### src/rtl/bram_matrix_scanner_pkg.sv
// Shared definitions for the BRAM matrix address engines: default geometry,
// derived sizes and scanner FSM state encoding.
package bram_matrix_scanner_pkg;

    localparam int unsigned DEF_I_SIZE           = 3;
    localparam int unsigned DEF_BRAM_NUMBER_SIZE = 5;
    localparam int unsigned DEF_J_SIZE           = 8;
    localparam int unsigned DEF_BRAM_COUNT       = 2 ** DEF_BRAM_NUMBER_SIZE;
    localparam int unsigned DEF_ADDR_SIZE        = DEF_J_SIZE - (DEF_BRAM_NUMBER_SIZE - DEF_I_SIZE);
    localparam int unsigned STALL_W              = 16;

    typedef enum logic [1:0] {
        IDLE = 2'd0,
        RUN  = 2'd1,
        DONE = 2'd2
    } scan_state_e;

endpackage

### src/rtl/bram_addr_map.sv
// Combinational (i, j) -> (bank, in-bank address) mapping.
// Bank number is j's low bits stacked above i; the remaining j bits form the address.
module bram_addr_map
    import bram_matrix_scanner_pkg::*;
#(
    parameter int unsigned  I_SIZE           = DEF_I_SIZE,
    parameter int unsigned  BRAM_NUMBER_SIZE = DEF_BRAM_NUMBER_SIZE,
    parameter int unsigned  J_SIZE           = DEF_J_SIZE,
    localparam int unsigned J_LOW            = BRAM_NUMBER_SIZE - I_SIZE,
    localparam int unsigned ADDR_SIZE        = J_SIZE - J_LOW
) (
    input  logic [I_SIZE-1:0]           i_i,
    input  logic [J_SIZE-1:0]           j_i,
    output logic [BRAM_NUMBER_SIZE-1:0] bank_o,
    output logic [ADDR_SIZE-1:0]        addr_o
);

    generate
        if (J_LOW > 0) begin : g_split
            assign bank_o = {j_i[J_LOW-1:0], i_i};
        end else begin : g_ionly
            assign bank_o = i_i;
        end
    endgenerate

    assign addr_o = j_i[J_SIZE-1:J_LOW];

endmodule

### src/rtl/bram_matrix_scanner.sv
// Walks an (i, j) coefficient matrix in row- or column-major order and issues
// one bank/address request per element over a valid/ready handshake.
// Optional SCANNER_STALL_COUNT_EN adds a saturating backpressure cycle counter.
module bram_matrix_scanner
    import bram_matrix_scanner_pkg::*;
#(
    parameter int unsigned  I_SIZE           = DEF_I_SIZE,
    parameter int unsigned  BRAM_NUMBER_SIZE = DEF_BRAM_NUMBER_SIZE,
    parameter int unsigned  J_SIZE           = DEF_J_SIZE,
    localparam int unsigned ADDR_SIZE        = J_SIZE - (BRAM_NUMBER_SIZE - I_SIZE)
) (
    input  logic                        clk,
    input  logic                        rst_n,
    input  logic                        start,
    input  logic                        col_major,
    input  logic [I_SIZE-1:0]           i_last,
    input  logic [J_SIZE-1:0]           j_last,
    output logic                        busy,
    output logic                        done,
    output logic                        req_valid,
    input  logic                        req_ready,
    output logic [BRAM_NUMBER_SIZE-1:0] req_bank,
    output logic [ADDR_SIZE-1:0]        req_addr,
    output logic [I_SIZE-1:0]           req_i,
    output logic [J_SIZE-1:0]           req_j
`ifdef SCANNER_STALL_COUNT_EN
    ,
    output logic [STALL_W-1:0]          stall_cycles
`endif
);

    scan_state_e                 state_q, state_d;
    logic [I_SIZE-1:0]           i_q, i_d, i_last_q, i_last_d;
    logic [J_SIZE-1:0]           j_q, j_d, j_last_q, j_last_d;
    logic                        col_major_q, col_major_d;
    logic                        valid_q, busy_q, done_q;
    logic [BRAM_NUMBER_SIZE-1:0] bank_q, bank_d;
    logic [ADDR_SIZE-1:0]        addr_q, addr_d;
    logic                        load, fire, at_last;

    // Mapping sits on the next-index path so bank/addr come straight from flops.
    bram_addr_map #(
        .I_SIZE           (I_SIZE),
        .BRAM_NUMBER_SIZE (BRAM_NUMBER_SIZE),
        .J_SIZE           (J_SIZE)
    ) u_map (
        .i_i    (i_d),
        .j_i    (j_d),
        .bank_o (bank_d),
        .addr_o (addr_d)
    );

    // Next-state and index advance; last element holds indices and exits RUN.
    always_comb begin
        state_d     = state_q;
        i_d         = i_q;
        j_d         = j_q;
        i_last_d    = i_last_q;
        j_last_d    = j_last_q;
        col_major_d = col_major_q;
        load        = 1'b0;
        fire        = valid_q && req_ready;
        at_last     = (i_q == i_last_q) && (j_q == j_last_q);
        case (state_q)
            IDLE: begin
                if (start) begin
                    load        = 1'b1;
                    state_d     = RUN;
                    i_d         = '0;
                    j_d         = '0;
                    i_last_d    = i_last;
                    j_last_d    = j_last;
                    col_major_d = col_major;
                end
            end
            RUN: begin
                if (fire) begin
                    if (at_last) begin
                        state_d = DONE;
                    end else if (!col_major_q) begin
                        if (j_q == j_last_q) begin
                            j_d = '0;
                            i_d = i_q + I_SIZE'(1);
                        end else begin
                            j_d = j_q + J_SIZE'(1);
                        end
                    end else begin
                        if (i_q == i_last_q) begin
                            i_d = '0;
                            j_d = j_q + J_SIZE'(1);
                        end else begin
                            i_d = i_q + I_SIZE'(1);
                        end
                    end
                end
            end
            DONE:    state_d = IDLE;
            default: state_d = IDLE;
        endcase
    end

    // State, indices and registered outputs.
    always_ff @(posedge clk or negedge rst_n) begin
        if (!rst_n) begin
            state_q     <= IDLE;
            i_q         <= '0;
            j_q         <= '0;
            i_last_q    <= '0;
            j_last_q    <= '0;
            col_major_q <= 1'b0;
            valid_q     <= 1'b0;
            busy_q      <= 1'b0;
            done_q      <= 1'b0;
            bank_q      <= '0;
            addr_q      <= '0;
        end else begin
            state_q     <= state_d;
            i_q         <= i_d;
            j_q         <= j_d;
            i_last_q    <= i_last_d;
            j_last_q    <= j_last_d;
            col_major_q <= col_major_d;
            valid_q     <= (state_d == RUN);
            busy_q      <= (state_d != IDLE);
            done_q      <= (state_d == DONE);
            bank_q      <= bank_d;
            addr_q      <= addr_d;
        end
    end

    assign busy      = busy_q;
    assign done      = done_q;
    assign req_valid = valid_q;
    assign req_bank  = bank_q;
    assign req_addr  = addr_q;
    assign req_i     = i_q;
    assign req_j     = j_q;

`ifdef SCANNER_STALL_COUNT_EN
    logic [STALL_W-1:0] stall_q, stall_d;

    // Count stalled request cycles, cleared on scan start, saturating.
    always_comb begin
        stall_d = stall_q;
        if (load) begin
            stall_d = '0;
        end else if (valid_q && !req_ready && (stall_q != {STALL_W{1'b1}})) begin
            stall_d = stall_q + STALL_W'(1);
        end
    end

    // Stall counter register.
    always_ff @(posedge clk or negedge rst_n) begin
        if (!rst_n) begin
            stall_q <= '0;
        end else begin
            stall_q <= stall_d;
        end
    end

    assign stall_cycles = stall_q;
`endif

endmodule

### config.mk
export PLATFORM = sky130hd
export DESIGN_NAME = bram_matrix_scanner
export DESIGN_NICKNAME = d
export VERILOG_FILES = /design/src/rtl/bram_matrix_scanner_pkg.sv /design/src/rtl/bram_addr_map.sv /design/src/rtl/bram_matrix_scanner.sv
export SDC_FILE = /design/constraint.sdc
export NUM_CORES = 1
export LEC_CHECK = 0
export CAP_MARGIN = 10
export CORE_ASPECT_RATIO = 0.9
export CORE_MARGIN = 4
export CORE_UTILIZATION = 50
export CTS_BUF_LIST = sky130_fd_sc_hd__clkbuf_8
export CTS_CLUSTER_DIAMETER = 80
export DETAILED_ROUTE_END_ITERATION = 8
export GPL_ROUTABILITY_DRIVEN = 0
export GPL_TIMING_DRIVEN = 0
export PLACE_DENSITY = 0.82
export SKIP_LAST_GASP = 1
export SLEW_MARGIN = 20
export SYNTH_ARGS = -nofsm -noshare
export SYNTH_HDL_FRONTEND = slang
export SYNTH_SLANG_ARGS = --single-unit
### constraint.sdc
create_clock -name clk -period 1.9 [get_ports clk]
set_input_delay 0.38 -clock clk [delete_from_list [all_inputs] [get_ports clk]]
set_output_delay 0.38 -clock clk [all_outputs]
set_load 0.02 [all_outputs]
# --- Word-level counts from Yosys, hierarchy flattened ---
# Index checks and enable logic that the tools add are counted.
word_totals:
  reg_bits: 39
  in_bits: 16
  output_inout_bits: 25
classes:
  eq_ne: 5
  addsub: 2
  n_mux: 18
  n_reduce_logical: 5
ops:
  columns: ["op", "count"]
  rows:
  - ["8-bit 2-to-1 mux", 6]
  - ["3-bit 2-to-1 mux", 6]
  - ["8-bit one-hot mux with 2 select lines", 1]
  - ["8-bit by 1-bit adder with 8-bit output (second input constant)", 1]
  - ["8-bit equality test", 1]
  - ["2-bit 2-to-1 mux", 3]
  - ["3-bit one-hot mux with 2 select lines", 1]
  - ["2-bit by 1-bit equality test with 1-bit output (second input constant)", 2]
  - ["2-bit one-hot mux with 2 select lines", 1]
  - ["3-bit by 1-bit adder with 3-bit output (second input constant)", 1]
  - ["3-bit equality test", 1]
  - ["2-bit equality test (second input constant)", 1]
  - ["1-bit logical AND", 2]
  - ["2-bit logical NOT", 1]
  - ["2-bit AND reduction", 1]
  - ["2-bit nonzero test", 1]

# --- Logic depth before layout (Yosys ltp) ---
# Gate-level depths: netlist (run 1).
logic_depth:
  word_depth: 6
  ltp_mapped: 7

# --- Modules after synthesis ---
# From an unflattened synthesis (run 1), not the netlist that was laid out.
unflattened:
  hier_cells: 151
  hier_area_um2: 1778.0
by_module_without_submodules:
  columns: ["mod", "area_each_um2", "seq_area_each_um2", "n_inst", "cells_each"]
  rows:
  - ["bram_matrix_scanner", 1695.4, 975.9, 1, 140]
  - ["bram_addr_map", 82.6, 0.0, 1, 11]

# --- Worst setup path after synthesis (run 1) ---
# Ideal clock, no wire load.
synth_path:
  kind: "flip-flop to flip-flop"
  from: "register with a tool-made name"
  to: "register with a tool-made name"
  t_arrival_ps: 1629
  stages_incl_launch_ff: 6
  setup_time_ps: 143
  path_buffers: 0
  required_ps: 1757
  path_slack_ps: 128
  period_less_slack_ps: 1772
  path_cell_list: "dfrtp_1 xor2_1 nor4_4 a31oi_2 a31oi_1 a31oi_1"

==> flow_results.org, run 1 <==
** Layout
- The count of cells in the finished layout, fillers not included, comes to 255.
- 0 antenna diodes ended up in the layout.
- Once layout is done, the placed cells without fillers occupy 0.002150 sq mm.
- Most common cell after layout, fill and taps aside :: sky130_fd_sc_hd__nand2_1
- From synthesis to final layout, the design area changed by 37.55%.
- In the layout the commonest cells are sky130_fd_sc_hd__nand2_1, sky130_fd_sc_hd__clkdlybuf4s50_1, sky130_fd_sc_hd__dfrtp_1.
- The post-route netlist has 20.47% of its cells at a drive strength greater than 1.
- Net count, final :: 234
- Fill cells in the final layout number 206.

** Global routing
- Antenna violations before repair :: 0
- Grt ovf :: 0
- Global routing consumed, over all layers together, 18.93% of the routing resources.
- Number of global-route vias before repair :: 1311
- Entering global routing, the biggest net connects 29 pins.
- The first global-routing pass estimated 5878 microns of wire.

** Die
- Initial Util :: 54.64%
- The floorplan has 18 rows.
- The die is 66.93 microns wide.
- Overall die height :: 61.04 microns
- The floorplan step defined a die boundary enclosing 0.004085 sq mm.
- 41 I/O pins were placed.
- After floorplanning, the core was sized to cover 0.002860 sq mm.

** Logic synthesis
- After synthesis, the share of flip-flops with an asynchronous set or reset is 100.0%.
- Sequential fraction of the synthesis area :: 44.84%
- Summing every instance area after synthesis gives 0.001563 sq mm.
- Sorting the synthesized cells by area gives the leading types as sky130_fd_sc_hd__dfrtp_1, sky130_fd_sc_hd__nand2_1, sky130_fd_sc_hd__buf_4.
- Register bit total from synthesis :: 28
- Among all flip-flop cells after synthesis, the most frequent one is sky130_fd_sc_hd__dfrtp_1.
- Share of the synthesized area in the top cell type :: 44.84%
- Number of instances in the synthesized netlist :: 169
- Yosys mapped the design onto 37 distinct sky130hd cell types.
- Count of synthesis-stage warnings from yosys :: 0
- Post-synth net total :: 187
- Library cell with the largest summed area after synthesis :: sky130_fd_sc_hd__dfrtp_1
- A synthesized cell averages 9.247 sq um.
- In this run, synthesis inferred 0 flip-flops with an integrated enable.

** CTS
- In this run the number of H-tree levels came out at 1.
- At the later pin of the worst-skew pair, clock insertion delay measures 0.27 ns.
- Num CTS Buffers :: 3
- Number of clock sinks :: 28
- Clock transition time at the flip-flop clock pins of the worst setup and hold paths :: 0.10 ns
- TritonCTS built the clock tree.
- Bufs on Longest Clock Path :: 2
- The cell sitting at the root of the clock tree is a sky130_fd_sc_hd__clkbuf_8.
- For this design, the CTS-stage hold fixing added 0 buffers.

** Power
- In this run, the combinational gates consume 53.9% of the power.
- The internal portion of the total power is 1.807 mW.
- Total Power :: 3.205 mW
- Sw frac :: 43.62%
- Part of the power in the clock network :: 11.5%
- Summed over all cells, the static leakage comes to 0.9341 nW.
- In this run the power density over the cells is 1491 mW/mm^2.
- Part of the total power dissipated in sequential elements :: 34.6%
- Reported net switching power :: 1.398 mW
- IR drop worst, VDD :: 856.1 uV

** Timing
- Period utilisation layout :: 98.61%
- The number of max-slew violations in the final report was 0.
- Final critical-path required period :: 1.874 ns
- The number of endpoints with negative hold slack in the final report was 0.
- Highest Clock Rate :: 0.5337 GHz
- Setup violations remaining at the end of the flow were counted as 0.
- Slew of the pin with the lowest slew margin :: 0.6112 ns
- Setup repair after global routing missed its margin :: true
- Minimum setup slack in the final design :: 0.02644 ns
- Final hold analysis gives a worst-case slack of 0.1013 ns.
- Fin Clk Skew :: 0.006163 ns
- Remaining max-slew budget at the tightest pin :: 59.26%

** Placement
- Number of port buffers :: 40
- OpenSTA, run right after detailed placement, puts the worst setup slack at -0.2284 ns.
- Counting tap cells, the placed design contains a total of 249 instances.
- After detailed placement, the total cell area comes to 0.002008 sq mm.
- After legalization and detailed placement, the total HPWL measured 2625 microns.

** Route
- Summing over every cut layer, the via total after detailed routing is 1379.
- Final ANT Viol Nets :: 0
- 1st-iter DRT viols :: 43
- Routed WL :: 3648 microns
- After detailed routing, the average wire length per cell comes to 14.31 microns.
- Detailed-router iteration count before antenna repair :: 4
- DRC violations left :: 0
- Via-to-Cell Ratio :: 5.408

** Flow run
- Number of violations of the max-capacitance limit :: 0

** Setup path
- Type of element launching the critical path :: flip-flop
- Maximum fanout count along the critical path :: 5
- Setup Crit Path Kind :: reg2out
- The worst register-to-register path has a depth of 6.
- At the worst endpoint, the arrival time is 1.49 ns.
- Required @ worst endpoint :: 1.52 ns
- Endpoint class of the critical path :: output port

** Status
- Status :: completed

** Hold path
- Min-delay worst type :: in2async
==> critical path, stage by stage, from the launching register on <==
cell                              delay (ns)
sky130_fd_sc_hd__dfrtp_1                0.48
sky130_fd_sc_hd__buf_4                  0.15
sky130_fd_sc_hd__clkdlybuf4s50_1        0.58
==> logic make-up after synthesis <==
kind of cell	after synthesis	synth area share (%)
XOR/XNOR	11	6.165
buffers and inverters	18	6.965
AO/OA/AOI/OAI	33	16.17
adder cells (fa/ha/maj)	2	1.601
AND/OR/NAND/NOR	77	24.26
flip-flops	28	44.84
==> cell type report <==
type,count,area (sq um),area share (%)
Multi-Input combinational cell,123,813.3,37.83
Tap cell,40,50.05,2.328
Clock buffer,4,55.05,2.561
Inverter,4,15.01,0.6985
Sequential cell,28,711.9,33.12
Buffer,14,93.84,4.366
Timing Repair Buffer,42,410.4,19.09
==> layer usage <==
metal	vias to the layer above	routed length [microns]	GRT usage (%)
met1	638	1661	25.32
met2	64	1689	32.49
met3	7	236	2.372
met5	-	0	0
li1	670	-	-
met4	0	61	6.069
==> through the flow <==
| stage | utilization [%] | setup TNS, ns |
|---|---|---|
| 6_report | 75.15 | 0 |
| 5_1_grt | 75.15 | -0.03865 |
| 4_1_cts | 72.44 | 0 |
| 3_5_place_dp | 70.21 | -1.192 |
| 3_3_place_gp | 70.38 | -1.192 |
| 2_1_floorplan | - | 0 |
==> repair_timing <==
action / in CTS / in global routing
setup buffers: 1 / 1
pin swaps: 1 / 2
hold endpoints to repair: 0 / 0
gates resized for setup: 1 / 17
setup endpoints to repair: 5 / 19
==> worst paths after layout <==
kind,start,end,slack (ns)
worst max-delay path,flip-flop,req_i[2],0.03
worst min-delay path,rst_n,col_major_q,0.10
worst min register to register,j_last_q[6],j_last_q[6],0.51
min in group clk,j_last_q[6],j_last_q[6],0.51
max in group asynchronous,rst_n,asynchronous set/reset pin,1.36
worst max register to register,flip-flop,req_valid,0.07
==> Yosys cell counts, types with 2 or more instances <==
cell / instances
sky130_fd_sc_hd__or2_1: 2
sky130_fd_sc_hd__clkbuf_1: 3
sky130_fd_sc_hd__o211ai_2: 2
sky130_fd_sc_hd__nor4_1: 2
sky130_fd_sc_hd__o31ai_1: 2
sky130_fd_sc_hd__nor4_4: 2
sky130_fd_sc_hd__nand3_1: 5
sky130_fd_sc_hd__o311ai_1: 3
sky130_fd_sc_hd__a22oi_1: 2
sky130_fd_sc_hd__ha_1: 2
sky130_fd_sc_hd__a21oi_1: 2
sky130_fd_sc_hd__nand4b_1: 2
sky130_fd_sc_hd__dfrtp_1: 28
sky130_fd_sc_hd__nand2_1: 46
sky130_fd_sc_hd__nor2_1: 8
sky130_fd_sc_hd__o21ai_0: 2
sky130_fd_sc_hd__a31oi_1: 6
sky130_fd_sc_hd__xnor2_1: 3
sky130_fd_sc_hd__nor3_1: 2
sky130_fd_sc_hd__xor2_1: 8
sky130_fd_sc_hd__inv_1: 4
sky130_fd_sc_hd__o21ai_1: 6
sky130_fd_sc_hd__and2_1: 3
sky130_fd_sc_hd__buf_4: 11
==> power by group through the flow <==
stage / clock, mW / combinational (mW) / sequential (mW)
2_1_floorplan: 0 / 1.01 / 1.10
3_3_place_gp: 0 / 1.54 / 1.05
3_5_place_dp: 0 / 1.59 / 1.06
4_1_cts: 0.375 / 1.61 / 1.05
5_1_grt: 0.403 / 1.87 / 1.14
6_report: 0.369 / 1.73 / 1.11
(Power assumes the default switching activity.)
==> run 2, diff against run 1 <==
--- a/config.mk
+++ b/config.mk
@@ -16,7 +16,6 @@
 export GPL_TIMING_DRIVEN = 0
 export PLACE_DENSITY = 0.82
 export SKIP_LAST_GASP = 1
-export SLEW_MARGIN = 20
 export SYNTH_ARGS = -nofsm -noshare
 export SYNTH_HDL_FRONTEND = slang
 export SYNTH_SLANG_ARGS = --single-unit
==> run 2 against run 1 <==
Clock skew about the same. Register-to-register slack improved by 0.02 ns. Sequential share of layout area up 0.23 points. Critical endpoint unchanged. Cell count unchanged. Largest cell class unchanged. Largest power group unchanged. Global-route usage down 0.54 points. Highest routed layer unchanged.
==> flow_results.org, run 2 (synthesized netlist as in run 1, its figures left out) <==
** Status
- Status :: completed

** Die
- Total number of placement rows :: 18
- For this design the top-level I/O count stands at 41.
- The floorplan step set the die height to 61.04 microns.
- For this configuration, the core starts out at a cell density of 54.64%.
- Area of the die :: 0.004085 sq mm
- The region available for standard cell placement spans 0.002860 sq mm.
- Die extent in x :: 66.93 microns

** Route
- 1st-iter DRT viols :: 62
- In the routed layout, each cell is associated on average with a via count of 5.435.
- Routed WL :: 3541 microns
- After detailed routing, the number of remaining DRC violations is 0.
- Via count :: 1386
- After detailed routing, the average wire length per cell comes to 13.89 microns.
- Detailed-router iteration count before antenna repair :: 4
- Final ANT Viol Nets :: 0

** Setup path
- In this run the worst path has a maximum fanout of 5.
- The largest single stage delay on the critical path is 0.58 ns.
- Type of element launching the critical path :: flip-flop
- Data arrival, critical path :: 1.49 ns
- STA classifies the critical path endpoint as an output port.
- Required @ worst endpoint :: 1.52 ns
- The critical path goes through buf_4 -> clkdlybuf4s50_1.
- Cell type of the slowest stage on the worst timing path :: sky130_fd_sc_hd__clkdlybuf4s50_1
- In this run the register-to-register setup slack is 0.09 ns.
- The worst setup path is of the reg2out kind.
- Worst reg-to-reg path cell count :: 6

** Layout
- The sequential cells in the finished layout cover a total of 711.9 sq um.
- The number of antenna diodes in the final layout is 0.
- Commonest non-fill, non-tap cells in the layout :: sky130_fd_sc_hd__nand2_1, sky130_fd_sc_hd__clkdlybuf4s50_1, sky130_fd_sc_hd__dfrtp_1
- Fraction of final layout cells sized beyond drive strength 1 :: 19.53%
- Counting the fill cells in the layout gives 201.
- The finished cells cover 0.002135 sq mm.
- In the final layout, the multi-input gates occupy 798.3 sq um.
- Net count, final :: 234
- Area growth from synthesis to layout :: 36.59%
- Most common cell after layout, fill and taps aside :: sky130_fd_sc_hd__nand2_1

** Timing
- The number of max-slew violations in the final report came to 0.
- Final critical-path required period :: 1.868 ns
- Setup repair after global routing missed its margin :: true
- Setup slack closes at 0.03196 ns.
- Setup violations remaining at the end of the flow were counted as 0.
- Remaining max-slew budget at the tightest pin :: 58.74%
- Timing would allow up to 0.5353 GHz.
- Fin Clk Skew :: 0.005885 ns
- Period utilisation layout :: 98.32%
- Hold violation count in the final report :: 0
- Slew of the pin with the lowest slew margin :: 0.6189 ns

** CTS
- CTS placed an instance of sky130_fd_sc_hd__clkbuf_8 at the clock tree root.
- In this run the deepest clock path goes through 2 buffers.
- For the worst-skew pair, the clock arrives at the later sink with an insertion delay of 0.27 ns.
- Clock transition time at the flip-flop clock pins of the worst setup and hold paths :: 0.09 ns
- TritonCTS built the clock tree.
- Num CTS Buffers :: 3
- CTS built an H-tree with a depth of 1.
- Number of clock sinks :: 28

** Hold path
- Min-delay worst type :: in2async

** Placement
- Post-place instance area :: 0.002013 sq mm
- Input and output buffers added on the ports amount to 40.
- Worst slack after detailed placement :: -0.2389 ns
- HPWL Detailed :: 2606 microns

** Global routing
- Global routing finished with a remaining overflow of 0.
- Entering global routing, the biggest net connects 29 pins.
- Antenna violations before repair :: 0
- Global-route wire length before repair :: 5706 microns
- For this run, the total global-route usage over all layers was measured as 18.39%.
- Number of global-route vias before repair :: 1283

** Power
- Net switching is 43.31% of the power.
- Cell internal power was estimated by the tool at 1.797 mW.
- The clock network accounts for 11.5% of the total power.
- Of the total power, combinational logic draws 54.2%.
- IR drop worst, VDD :: 816.3 uV
- Registers are responsible for 34.4% of the overall power.
- Static Leak :: 0.9326 nW
- Reported net switching power :: 1.372 mW
- Dividing total power by cell area gives a power density of 1485 mW/mm^2.

** Flow run
- Number of violations of the max-capacitance limit :: 0
## run 2: cell types whose count changed in the layout (fill, tap and decap cells not counted)
cell | previous run | this run
sky130_fd_sc_hd__xor2_1 | 5 | 7
sky130_fd_sc_hd__xor2_2 | 3 | 1
## run 2: through the flow
| step | power (mW) | setup TNS, ns | hold WS (ns) | util (%) | std cells |
|---|---|---|---|---|---|
| detailed placement | 2.644 | -1.175 | 0.4890 | 70.38 | 249 |
| floorplan | 2.103 | 0 | 0.08441 | - | 169 |
| CTS | 3.030 | 0 | 0.5101 | 72.57 | 254 |
| global placement | 2.590 | -1.192 | 0.4833 | 70.38 | 249 |
| global route | 3.376 | -0.06671 | 0.1551 | 74.63 | 255 |
| finish | 3.169 | 0 | 0.1126 | 74.63 | 255 |
## run 2: worst max-delay path by stage
stage	from	to
5_1_grt	flip-flop	flip-flop
3_5_place_dp	start	flip-flop
6_report	flip-flop	req_i[2]
3_3_place_gp	start	flip-flop
4_1_cts	flip-flop	req_j[3]
2_1_floorplan	flip-flop	flip-flop
## run 2: layer usage
metal / GRT usage, % / part of all wire, % / vias up
li1: - / - / 673
met1: 24.30 / 43 / 645
met2: 31.21 / 48 / 62
met3: 4.562 / 7.4 / 6
met4: 3.757 / 0.99 / 0
met5: 0 / 0 / -
## run 2: worst max-delay path: cells and delay by family (launching register included)
family                 cells  cell delay (ns)
buffers and inverters      2             0.73
flip-flops                 1             0.48
## run 2: power by group through the flow
stage | Combinational [mW] | Sequential (mW) | Clock (mW)
2_1_floorplan | 1.01 | 1.10 | 0
4_1_cts | 1.61 | 1.05 | 0.370
6_report | 1.72 | 1.09 | 0.364
5_1_grt | 1.86 | 1.13 | 0.392
3_5_place_dp | 1.59 | 1.06 | 0
3_3_place_gp | 1.54 | 1.05 | 0
## run 2: cell type report
| class | instances | share of cell area [%] |
|---|---|---|
| buffer | 14 | 4.396 |
| clock buffer | 4 | 2.579 |
| tap | 40 | 2.345 |
| multi-input combinational | 123 | 37.40 |
| inverter | 4 | 0.7034 |
| sequential | 28 | 33.35 |
| timing repair buffer | 42 | 19.23 |
## run 2: repair_timing
item | 4_1_cts | 5_1_grt
endpoints found under the setup margin | 5 | 19
setup buffers | 1 | 1
pin swaps | 1 | 2
hold buffers | 0 | 0
gates cloned | 0 | 0
gates resized for setup | 0 | 16
